===== config.mk =====
export PLATFORM = sky130hd
export DESIGN_NAME = bf16_addsub_arbiter_flat
export DESIGN_NICKNAME = d
export VERILOG_FILES = /design/src/rtl/bf16_addsub_arbiter_if.sv /design/src/rtl/bf16_addsub_arbiter.sv /design/src/flat_wrapper.sv
export SDC_FILE = /design/constraint.sdc
export NUM_CORES = 1
export LEC_CHECK = 0
export ABC_AREA = 1
export CORE_ASPECT_RATIO = 0.5
export CORE_MARGIN = 2
export CORE_UTILIZATION = 44
export DETAILED_ROUTE_END_ITERATION = 8
export PLACE_DENSITY = 0.86
export SLEW_MARGIN = 0
export SYNTH_ARGS = -nofsm -noshare
export SYNTH_HDL_FRONTEND = slang
export SYNTH_SLANG_ARGS = --single-unit

===== constraint.sdc =====
create_clock -name clk -period 2.2 [get_ports clk]
set_input_delay 0.44 -clock clk [delete_from_list [all_inputs] [get_ports clk]]
set_output_delay 0.44 -clock clk [all_outputs]
set_load 0.02 [all_outputs]

===== src/rtl/bf16_addsub_arbiter_if.sv =====
// ---------------------------------------------------------------------------
// bf16_addsub_arbiter_if
// Request/response bundle between NREQ requesters and the shared bf16
// add/sub arbiter.
//   req_valid/req_ready : per-requester handshake (one ready bit at a time)
//   req_a/req_b         : operand pairs, slice i = [16*i+15:16*i]
//   req_op              : per-requester op, 0 = a+b, 1 = a-b
//   rsp_valid/rsp_ready : back-pressured response handshake
//   rsp_c/rsp_id        : result and issuing requester index
//   rsp_flags           : {nan, inf, zero, neg}, only with BF16_ARB_FLAGS_EN
// Optional feature macro: BF16_ARB_FLAGS_EN
// ---------------------------------------------------------------------------
interface bf16_addsub_arbiter_if #(
   parameter int NREQ = 2,
   parameter int IDW  = 2
);
   logic [NREQ-1:0]    req_valid;
   logic [NREQ-1:0]    req_ready;
   logic [16*NREQ-1:0] req_a;
   logic [16*NREQ-1:0] req_b;
   logic [NREQ-1:0]    req_op;
   logic               rsp_valid;
   logic               rsp_ready;
   logic [15:0]        rsp_c;
   logic [IDW-1:0]     rsp_id;
`ifdef BF16_ARB_FLAGS_EN
   logic [3:0]         rsp_flags;

   modport master (
      output req_valid, req_a, req_b, req_op, rsp_ready,
      input  req_ready, rsp_valid, rsp_c, rsp_id, rsp_flags
   );

   modport slave (
      input  req_valid, req_a, req_b, req_op, rsp_ready,
      output req_ready, rsp_valid, rsp_c, rsp_id, rsp_flags
   );
`else
   modport master (
      output req_valid, req_a, req_b, req_op, rsp_ready,
      input  req_ready, rsp_valid, rsp_c, rsp_id
   );

   modport slave (
      input  req_valid, req_a, req_b, req_op, rsp_ready,
      output req_ready, rsp_valid, rsp_c, rsp_id
   );
`endif
endinterface


===== src/rtl/bf16_addsub_arbiter.sv =====
// ---------------------------------------------------------------------------
// bf16_addsub_arbiter
// Round-robin arbiter/sequencer sharing one combinational bf16 add/sub
// datapath among NREQ requesters. One operation is in flight at a time:
// IDLE (grant + latch operands) -> EXEC (datapath settles, capture result)
// -> RESP (hold result until rsp_ready).
// Ports:
//   clk     : clock, all state on rising edge
//   rst_n   : synchronous active-low reset
//   bus     : request/response bundle (slave side)
//   dp_a    : registered operand A to the shared datapath
//   dp_b    : registered operand B to the shared datapath
//   dp_cntl : registered op to the shared datapath (0 add, 1 sub)
//   dp_c    : combinational datapath result
//   busy    : high whenever not IDLE
// Optional feature macro: BF16_ARB_FLAGS_EN adds bus.rsp_flags =
// {nan, inf, zero, neg} decoded from dp_c and registered with rsp_c.
// ---------------------------------------------------------------------------
module bf16_addsub_arbiter #(
   parameter int NREQ = 2,
   parameter int IDW  = 2
) (
   input  logic                         clk,
   input  logic                         rst_n,
   bf16_addsub_arbiter_if.slave         bus,
   output logic [15:0]                  dp_a,
   output logic [15:0]                  dp_b,
   output logic                         dp_cntl,
   input  logic [15:0]                  dp_c,
   output logic                         busy
);

   localparam logic [1:0] ST_IDLE = 2'd0;
   localparam logic [1:0] ST_EXEC = 2'd1;
   localparam logic [1:0] ST_RESP = 2'd2;

   // Pointer resets to the highest index so requester 0 wins first.
   localparam logic [IDW-1:0] LAST_RST = IDW'(NREQ - 1);

   logic [1:0]      state_r;
   logic [IDW-1:0]  last_r;
   logic [IDW-1:0]  id_r;
   logic [15:0]     dp_a_r;
   logic [15:0]     dp_b_r;
   logic            dp_cntl_r;
   logic [15:0]     rsp_c_r;
   logic            rsp_valid_r;
   logic            busy_r;

   logic            hi_found_s;
   logic            lo_found_s;
   logic [IDW-1:0]  hi_idx_s;
   logic [IDW-1:0]  lo_idx_s;
   logic            grant_found_s;
   logic [IDW-1:0]  grant_idx_s;
   logic [15:0]     grant_a_s;
   logic [15:0]     grant_b_s;
   logic            grant_op_s;
   logic [NREQ-1:0] req_ready_s;

`ifdef BF16_ARB_FLAGS_EN
   logic [3:0]      flags_r;

   // {nan, inf, zero, neg} classification of a bf16 encoding.
   // zero means exponent zero, so subnormals also report zero.
   function automatic logic [3:0] decode_flags(input logic [15:0] v);
      logic exp_ones;
      logic exp_zero;
      logic man_zero;
      exp_ones = (v[14:7] == 8'hFF);
      exp_zero = (v[14:7] == 8'h00);
      man_zero = (v[6:0] == 7'h00);
      return {exp_ones & ~man_zero, exp_ones & man_zero, exp_zero, v[15]};
   endfunction
`endif

   // Round-robin search: the lowest valid index above the pointer wins;
   // otherwise the lowest valid index at or below it (the wrapped part).
   always_comb begin
      hi_found_s = 1'b0;
      lo_found_s = 1'b0;
      hi_idx_s   = {IDW{1'b0}};
      lo_idx_s   = {IDW{1'b0}};
      for (int i = 0; i < NREQ; i++) begin
         if (bus.req_valid[i] && (IDW'(i) > last_r) && !hi_found_s) begin
            hi_found_s = 1'b1;
            hi_idx_s   = IDW'(i);
         end else if (bus.req_valid[i] && (IDW'(i) <= last_r) && !lo_found_s) begin
            lo_found_s = 1'b1;
            lo_idx_s   = IDW'(i);
         end else begin
            hi_idx_s   = hi_idx_s;
         end
      end
      grant_found_s = hi_found_s | lo_found_s;
      grant_idx_s   = hi_found_s ? hi_idx_s : lo_idx_s;
   end

   // Operand mux for the granted requester and the one-hot ready vector.
   always_comb begin
      grant_a_s   = 16'h0000;
      grant_b_s   = 16'h0000;
      grant_op_s  = 1'b0;
      req_ready_s = {NREQ{1'b0}};
      for (int i = 0; i < NREQ; i++) begin
         if (grant_idx_s == IDW'(i)) begin
            grant_a_s      = bus.req_a[16*i +: 16];
            grant_b_s      = bus.req_b[16*i +: 16];
            grant_op_s     = bus.req_op[i];
            req_ready_s[i] = rst_n && (state_r == ST_IDLE) && grant_found_s;
         end else begin
            req_ready_s[i] = 1'b0;
         end
      end
   end

   // Sequencer: operands change only on the accept edge so the datapath
   // inputs stay quiet through EXEC and RESP.
   always_ff @(posedge clk) begin
      if (!rst_n) begin
         state_r     <= ST_IDLE;
         last_r      <= LAST_RST;
         id_r        <= {IDW{1'b0}};
         dp_a_r      <= 16'h0000;
         dp_b_r      <= 16'h0000;
         dp_cntl_r   <= 1'b0;
         rsp_c_r     <= 16'h0000;
         rsp_valid_r <= 1'b0;
         busy_r      <= 1'b0;
`ifdef BF16_ARB_FLAGS_EN
         flags_r     <= 4'b0000;
`endif
      end else begin
         case (state_r)
            ST_IDLE: begin
               if (grant_found_s) begin
                  dp_a_r    <= grant_a_s;
                  dp_b_r    <= grant_b_s;
                  dp_cntl_r <= grant_op_s;
                  id_r      <= grant_idx_s;
                  last_r    <= grant_idx_s;
                  busy_r    <= 1'b1;
                  state_r   <= ST_EXEC;
               end
            end
            ST_EXEC: begin
               rsp_c_r     <= dp_c;
`ifdef BF16_ARB_FLAGS_EN
               flags_r     <= decode_flags(dp_c);
`endif
               rsp_valid_r <= 1'b1;
               state_r     <= ST_RESP;
            end
            ST_RESP: begin
               if (bus.rsp_ready) begin
                  rsp_valid_r <= 1'b0;
                  busy_r      <= 1'b0;
                  state_r     <= ST_IDLE;
               end
            end
            default: begin
               rsp_valid_r <= 1'b0;
               busy_r      <= 1'b0;
               state_r     <= ST_IDLE;
            end
         endcase
      end
   end

   assign bus.req_ready = req_ready_s;
   assign bus.rsp_valid = rsp_valid_r;
   assign bus.rsp_c     = rsp_c_r;
   assign bus.rsp_id    = id_r;
`ifdef BF16_ARB_FLAGS_EN
   assign bus.rsp_flags = flags_r;
`endif
   assign dp_a          = dp_a_r;
   assign dp_b          = dp_b_r;
   assign dp_cntl       = dp_cntl_r;
   assign busy          = busy_r;

endmodule


===== src/flat_wrapper.sv =====
// flat-port wrapper written by rule: the top's interface ports become plain ports
module bf16_addsub_arbiter_flat 
#(
   parameter int NREQ = 2,
   parameter int IDW  = 2
)
  (clk, rst_n, dp_a, dp_b, dp_cntl, dp_c, busy, bus_req_valid, bus_req_a, bus_req_b, bus_req_op, bus_rsp_ready, bus_req_ready, bus_rsp_valid, bus_rsp_c, bus_rsp_id);
  bf16_addsub_arbiter_if #(.NREQ(NREQ), .IDW(IDW)) bus_i ();
  input  logic clk;
  input  logic rst_n;
  output logic [15:0] dp_a;
  output logic [15:0] dp_b;
  output logic dp_cntl;
  input  logic [15:0] dp_c;
  output logic busy;
  input wire logic [$bits(bus_i.req_valid)-1:0] bus_req_valid;
  input wire logic [$bits(bus_i.req_a)-1:0] bus_req_a;
  input wire logic [$bits(bus_i.req_b)-1:0] bus_req_b;
  input wire logic [$bits(bus_i.req_op)-1:0] bus_req_op;
  input wire logic [$bits(bus_i.rsp_ready)-1:0] bus_rsp_ready;
  output wire logic [$bits(bus_i.req_ready)-1:0] bus_req_ready;
  output wire logic [$bits(bus_i.rsp_valid)-1:0] bus_rsp_valid;
  output wire logic [$bits(bus_i.rsp_c)-1:0] bus_rsp_c;
  output wire logic [$bits(bus_i.rsp_id)-1:0] bus_rsp_id;
  assign bus_i.req_valid = bus_req_valid;
  assign bus_i.req_a = bus_req_a;
  assign bus_i.req_b = bus_req_b;
  assign bus_i.req_op = bus_req_op;
  assign bus_i.rsp_ready = bus_rsp_ready;
  assign bus_req_ready = bus_i.req_ready;
  assign bus_rsp_valid = bus_i.rsp_valid;
  assign bus_rsp_c = bus_i.rsp_c;
  assign bus_rsp_id = bus_i.rsp_id;
  bf16_addsub_arbiter #(.NREQ(NREQ), .IDW(IDW)) u_core (.clk(clk), .rst_n(rst_n), .bus(bus_i), .dp_a(dp_a), .dp_b(dp_b), .dp_cntl(dp_cntl), .dp_c(dp_c), .busy(busy));
endmodule

; Word level (Yosys, flattened, before mapping)
; Index checks and enable logic that the tools add are counted.
[word_totals]
inputBits = 87
reg_bits = 57
[op_classes]
n_bitwise = 3
muxes = 25
n_reduce_logical = 16
magnitude_cmp = 4
eq_ne = 5
[op_table]
columns = operator, n
row1 = 2-to-1 mux 16 bit, 4
row2 = 2-to-1 mux 1 bit, 14
row3 = logical AND 1 bit, 8
row4 = 2-to-1 mux 2 bit, 4
row5 = one-hot mux 1 bit (3 select lines), 2
row6 = one-hot mux 2 bit (3 select lines), 1
row7 = AND reduction 2 bit, 3
row8 = == test 2 x 1 -> 1 bit (second input constant), 2
row9 = greater-than comparator 1 x 2 -> 1 bit (first input constant), 2
row10 = <= comparator 1 x 2 -> 1 bit (first input constant), 2
row11 = zero test 2 bit, 2
row12 = AND reduction 3 bit, 1
row13 = == test 2 bit (second input constant), 1
row14 = zero test 1 bit, 2
row15 = != test 2 x 1 -> 1 bit (second input constant), 1
row16 = != test 2 bit (second input constant), 1
row17 = inverter 1 bit, 2
row18 = OR 1 bit, 1

; Depth between registers and ports, before layout
[logic_depth]
word_depth = 12
ltp_mapped = 7

; Least setup slack after synthesis
; OpenSTA, ideal clock, no wires.
[synth_timing]
kind = register to output
start = reg u_core.state_r[0]
end = out bus_req_ready[0]
stages_incl_launch_ff = 7
required_ns = 1.760
arrival_time_ns = 1.182
n_path_buf = 1
slack_ns = 0.578
cell_sequence = dfxtp_1 -> inv_1 -> nand2_2 -> nor2_8 -> buf_8 -> nand2_2 -> nor2_1
[synth_via]
elab_chain_cells = 4
[synth_rtl]
columns = item, line_no
row1 = "start, declared", bf16_addsub_arbiter.sv:40  ; logic [1:0] state_r;
row2 = "start signal, assigned", bf16_addsub_arbiter.sv:121  ; state_r <= ST_IDLE;
row3 = "start signal, assigned", bf16_addsub_arbiter.sv:143  ; state_r <= ST_EXEC;
row4 = "start signal, assigned", bf16_addsub_arbiter.sv:152  ; state_r <= ST_RESP;
row5 = zero test 2 bit, bf16_addsub_arbiter.sv:110  ; req_ready_s[i] = rst_n && (state_r == ST_IDLE) && grant_found_s;
row6 = logical AND 1 bit (2 in a row), bf16_addsub_arbiter.sv:110
row7 = 2-to-1 mux 1 bit, bf16_addsub_arbiter.sv:106  ; if (grant_idx_s == IDW'(i)) begin
row8 = "end, declared", flat_wrapper.sv:21  ; output wire logic [$bits(bus_i.req_ready)-1:0] bus_req_ready;
; Every way passes these cells.

; Worst setup path after layout
[layout_timing]
start = in bus_req_valid[0]
end = out bus_req_ready[0]
[layout_via]
elab_chain_cells = 10
elab_cells_between_ends = 20
cone_classes = mux (11) / bitwise (1) / reduce/logical (8)
[layout_rtl]
columns = item, line_no
row1 = "start, declared", flat_wrapper.sv:16  ; input wire logic [$bits(bus_i.req_valid)-1:0] bus_req_valid;
row2 = logical AND 1 bit, bf16_addsub_arbiter.sv:88  ; end else if (bus.req_valid[i] && (IDW'(i) <= last_r) && !lo_found_s) begin
row3 = 2-to-1 mux 1 bit, bf16_addsub_arbiter.sv:88
row4 = 2-to-1 mux 1 bit, bf16_addsub_arbiter.sv:85  ; if (bus.req_valid[i] && (IDW'(i) > last_r) && !hi_found_s) begin
row5 = zero test 1 bit, bf16_addsub_arbiter.sv:88
row6 = logical AND 1 bit, bf16_addsub_arbiter.sv:88
row7 = 2-to-1 mux 1 bit, bf16_addsub_arbiter.sv:88
row8 = 2-to-1 mux 2 bit or 2-to-1 mux 1 bit (tied branches), bf16_addsub_arbiter.sv:85
row9 = 2-to-1 mux 2 bit or OR 1 bit (tied branches), "bf16_addsub_arbiter.sv:96, bf16_addsub_arbiter.sv:95"
row10 = zero test 2 bit or logical AND 1 bit (tied branches), "bf16_addsub_arbiter.sv:106, bf16_addsub_arbiter.sv:110"
row11 = 2-to-1 mux 1 bit *, bf16_addsub_arbiter.sv:106
; Every way passes the cells marked *; elsewhere a longest branch is shown, timed or not.

==> impl_metrics.env <==
export IMPL_status="finished clean"
export IMPL_yosysUniqueCellTypes=24
export IMPL_finalSetupTns_ns=0
export IMPL_die_w_um=118
export IMPL_layout_commonest_cell="clkdlybuf4s50_1"
export IMPL_cp_max_fo=3
export IMPL_critPathLaunchType="input pin"
export IMPL_fin_crit_sh_pct=95.2
export IMPL_setup_violations=0
export IMPL_yosysWarningCount=0
export IMPL_dr_pass1_iters=4
export IMPL_grt_use_total_pct=22.3
export IMPL_numCtsBuffers=5
export IMPL_pin_count=142
export IMPL_power_leakage_uw=0.00199
export IMPL_grt_max_degree=45
export IMPL_first_global_vias=2719
export IMPL_slew_viol_final=0
export IMPL_placed_cell_area_um2=4300
export IMPL_synthesis_area_um2=2880
export IMPL_critical_path_class="input pin to output pin"
export IMPL_globalplace_congestion=0.740
export IMPL_h_tree_depth=2
export IMPL_nets=648
export IMPL_cp_slowest_cell="clkdlybuf4s50_1"
export IMPL_ys_seq_area_share_pct=38.2
export IMPL_syn_area_per_cell_um2=6.68
export IMPL_root_buffer="clkbuf_16"
export IMPL_fin_util_pct=71.5
export IMPL_vias=3000
export IMPL_synth_area_leaders="dfxtp_1 (38%), nor2_1 (13%), nand2_1 (13%)"
export IMPL_finalCriticalPeriod_ns=2.09
export IMPL_core_um2=6210
export IMPL_drive_above_1_share_pct=7.47
export IMPL_cts_path_max_buffers=2
export IMPL_hp_class="flop to flop"
export IMPL_peakVddDrop_uv=416
export IMPL_path_clk_slew_ns=0.07
export IMPL_final_cell_mix="clkdlybuf4s50_1 (136), nor2_1 (101), nand2_1 (97)"
export IMPL_drc=0
export IMPL_via_per_inst=4.62
export IMPL_grt_pass1_wl_um=12900
export IMPL_path_cells="clkdlybuf4s50_1 > nor2_2 > nor2_8 > nand2_2 > nor2_1 > dlygate4sd2_1"
export IMPL_cp_required_ns=1.76
export IMPL_worstPathArrival_ns=1.65
export IMPL_synth_seq_cells=55
export IMPL_area_growth_pct=54.0
export IMPL_antenna_cells=0
export IMPL_synthCells=431
export IMPL_power_density_nw_per_um2=675
export IMPL_cts_tree="done"
export IMPL_wl_per_cell_um=12.3
export IMPL_grt_ovfl_total=0
export IMPL_dieArea_um2=7250
export IMPL_synth_top_area_share_pct=38.2
export IMPL_cts_sinks=55
export IMPL_cap_viol_max_count=0
export IMPL_slowest_delay_ns=0.52
export IMPL_die_h_um=61.2
export IMPL_drt_iter0_markers=171
export IMPL_rsz0062_at_grt="false"
export IMPL_critPathCaptureType="output pin"
export IMPL_cts_setup_buffers=0
export IMPL_fmax_ghz=0.478
export IMPL_finalHoldViolCount=0
export IMPL_layout_setup_ws_ns=0.106
export IMPL_yosysTopAreaCell="dfxtp_1"
export IMPL_cts_resized=2
export IMPL_drtAntennaViolNets=0
export IMPL_port_buffers=140
export IMPL_syn_nets=518
export IMPL_cts_hold_buf=0
export IMPL_rows=20
export IMPL_clock_latency_ns=0.29
export IMPL_initial_core_util_pct=46.4
export IMPL_fin_area_um2=4430
export IMPL_finClkSkew_ns=0.00410
export IMPL_antenna_found_initial=0
export IMPL_dp_slack_ns=-0.188
export IMPL_dp_hpwl_um=5740
export IMPL_routed_wirelength_um=7990
==> through the flow <==
stage          total power [uW]  hold slack [ns]  std cells
2_1_floorplan              1780            0.471        431
3_3_place_gp               2210            0.459        642
3_5_place_dp               2230            0.482        642
4_1_cts                    3010            0.494        650
5_1_grt                    3170            0.513        650
6_report                   2990            0.494        650
==> routing by layer <==
layer | vias to the layer above | global-route usage [%] | part of all wire (%)
li1 | 1581 | - | -
met1 | 1349 | 26.7 | 44
met2 | 62 | 41.4 | 50
met3 | 8 | 5.28 | 4.1
met4 | 0 | 7.48 | 1.3
met5 | - | 0 | 0
==> critical path, delay by kind of cell <==
kind,cells,cell delay [ns]
buf+inv,2,0.87
simple gates,4,0.34
==> path summary, 6_finish.rpt <==
check / startpoint / endpoint / slack [ns] / depth (start not counted)
max reg2reg: u_core.state_r[0] / u_core.dp_a[4] / 0.73 / 7
min: u_core.bus.rsp_id[0] / u_core.bus.rsp_id[0] / 0.49 / 2
max: bus_req_valid[0] / bus_req_ready[0] / 0.11 / 6
min reg2reg: u_core.bus.rsp_id[0] / u_core.bus.rsp_id[0] / 0.49 / 2
==> state kept, by name (all words and copies together) (netlist names) <==
register	cells
u_core.dp_cntl	1
u_core.dp_b	16
u_core.state_r	2
u_core.busy	1
u_core.bus.rsp_id	1
u_core.bus.rsp_valid	1
u_core.dp_a	16
u_core.last_r	1
u_core.bus.rsp_c	16
==> synthesized netlist by cell type <==
master,instances
nor2_4,1
buf_4,5
a21boi_1,7
nor2_2,2
conb_1,1
nand2_2,12
nor2_1,101
o21ai_2,1
nand2_1,97
nand3_1,36
clkbuf_1,10
a21oi_2,1
inv_2,3
a21boi_0,26
o21ai_0,16
buf_6,8
buf_2,4
buf_8,1
nor2_8,1
nor3_1,1
inv_1,38
a21oi_1,3
dfxtp_1,55
clkbuf_8,1
==> layout make-up <==
cell class,count,area [um2]
Clock inverter,2,12.5
Multi-Input combinational cell,306,1410
Inverter,41,154
Sequential cell,55,1100
Timing Repair Buffer,152,1520
Fill cell,541,1770
Tap cell,88,110
Clock buffer,6,129
==> kinds of logic (layout without fill, tap and decap cells) <==
family                 Yosys count  after routing  share of synthesized area, %
flip-flops                      55             55                          38.2
AND/OR/NAND/NOR                251            251                          36.4
buffers and inverters           70            201                          12.8
AO/OA/AOI/OAI                   54             54                          12.5
other                            1              1                         0.130
==> report_power, final <==
part           switching, uW  total [uW]  internal, uW  leakage (uW)
Combinational            536        1040           500       0.00147
Clock                    361         782           421     0.0000669
Sequential              59.9        1170          1110      0.000456
(Power assumes the default switching activity.)
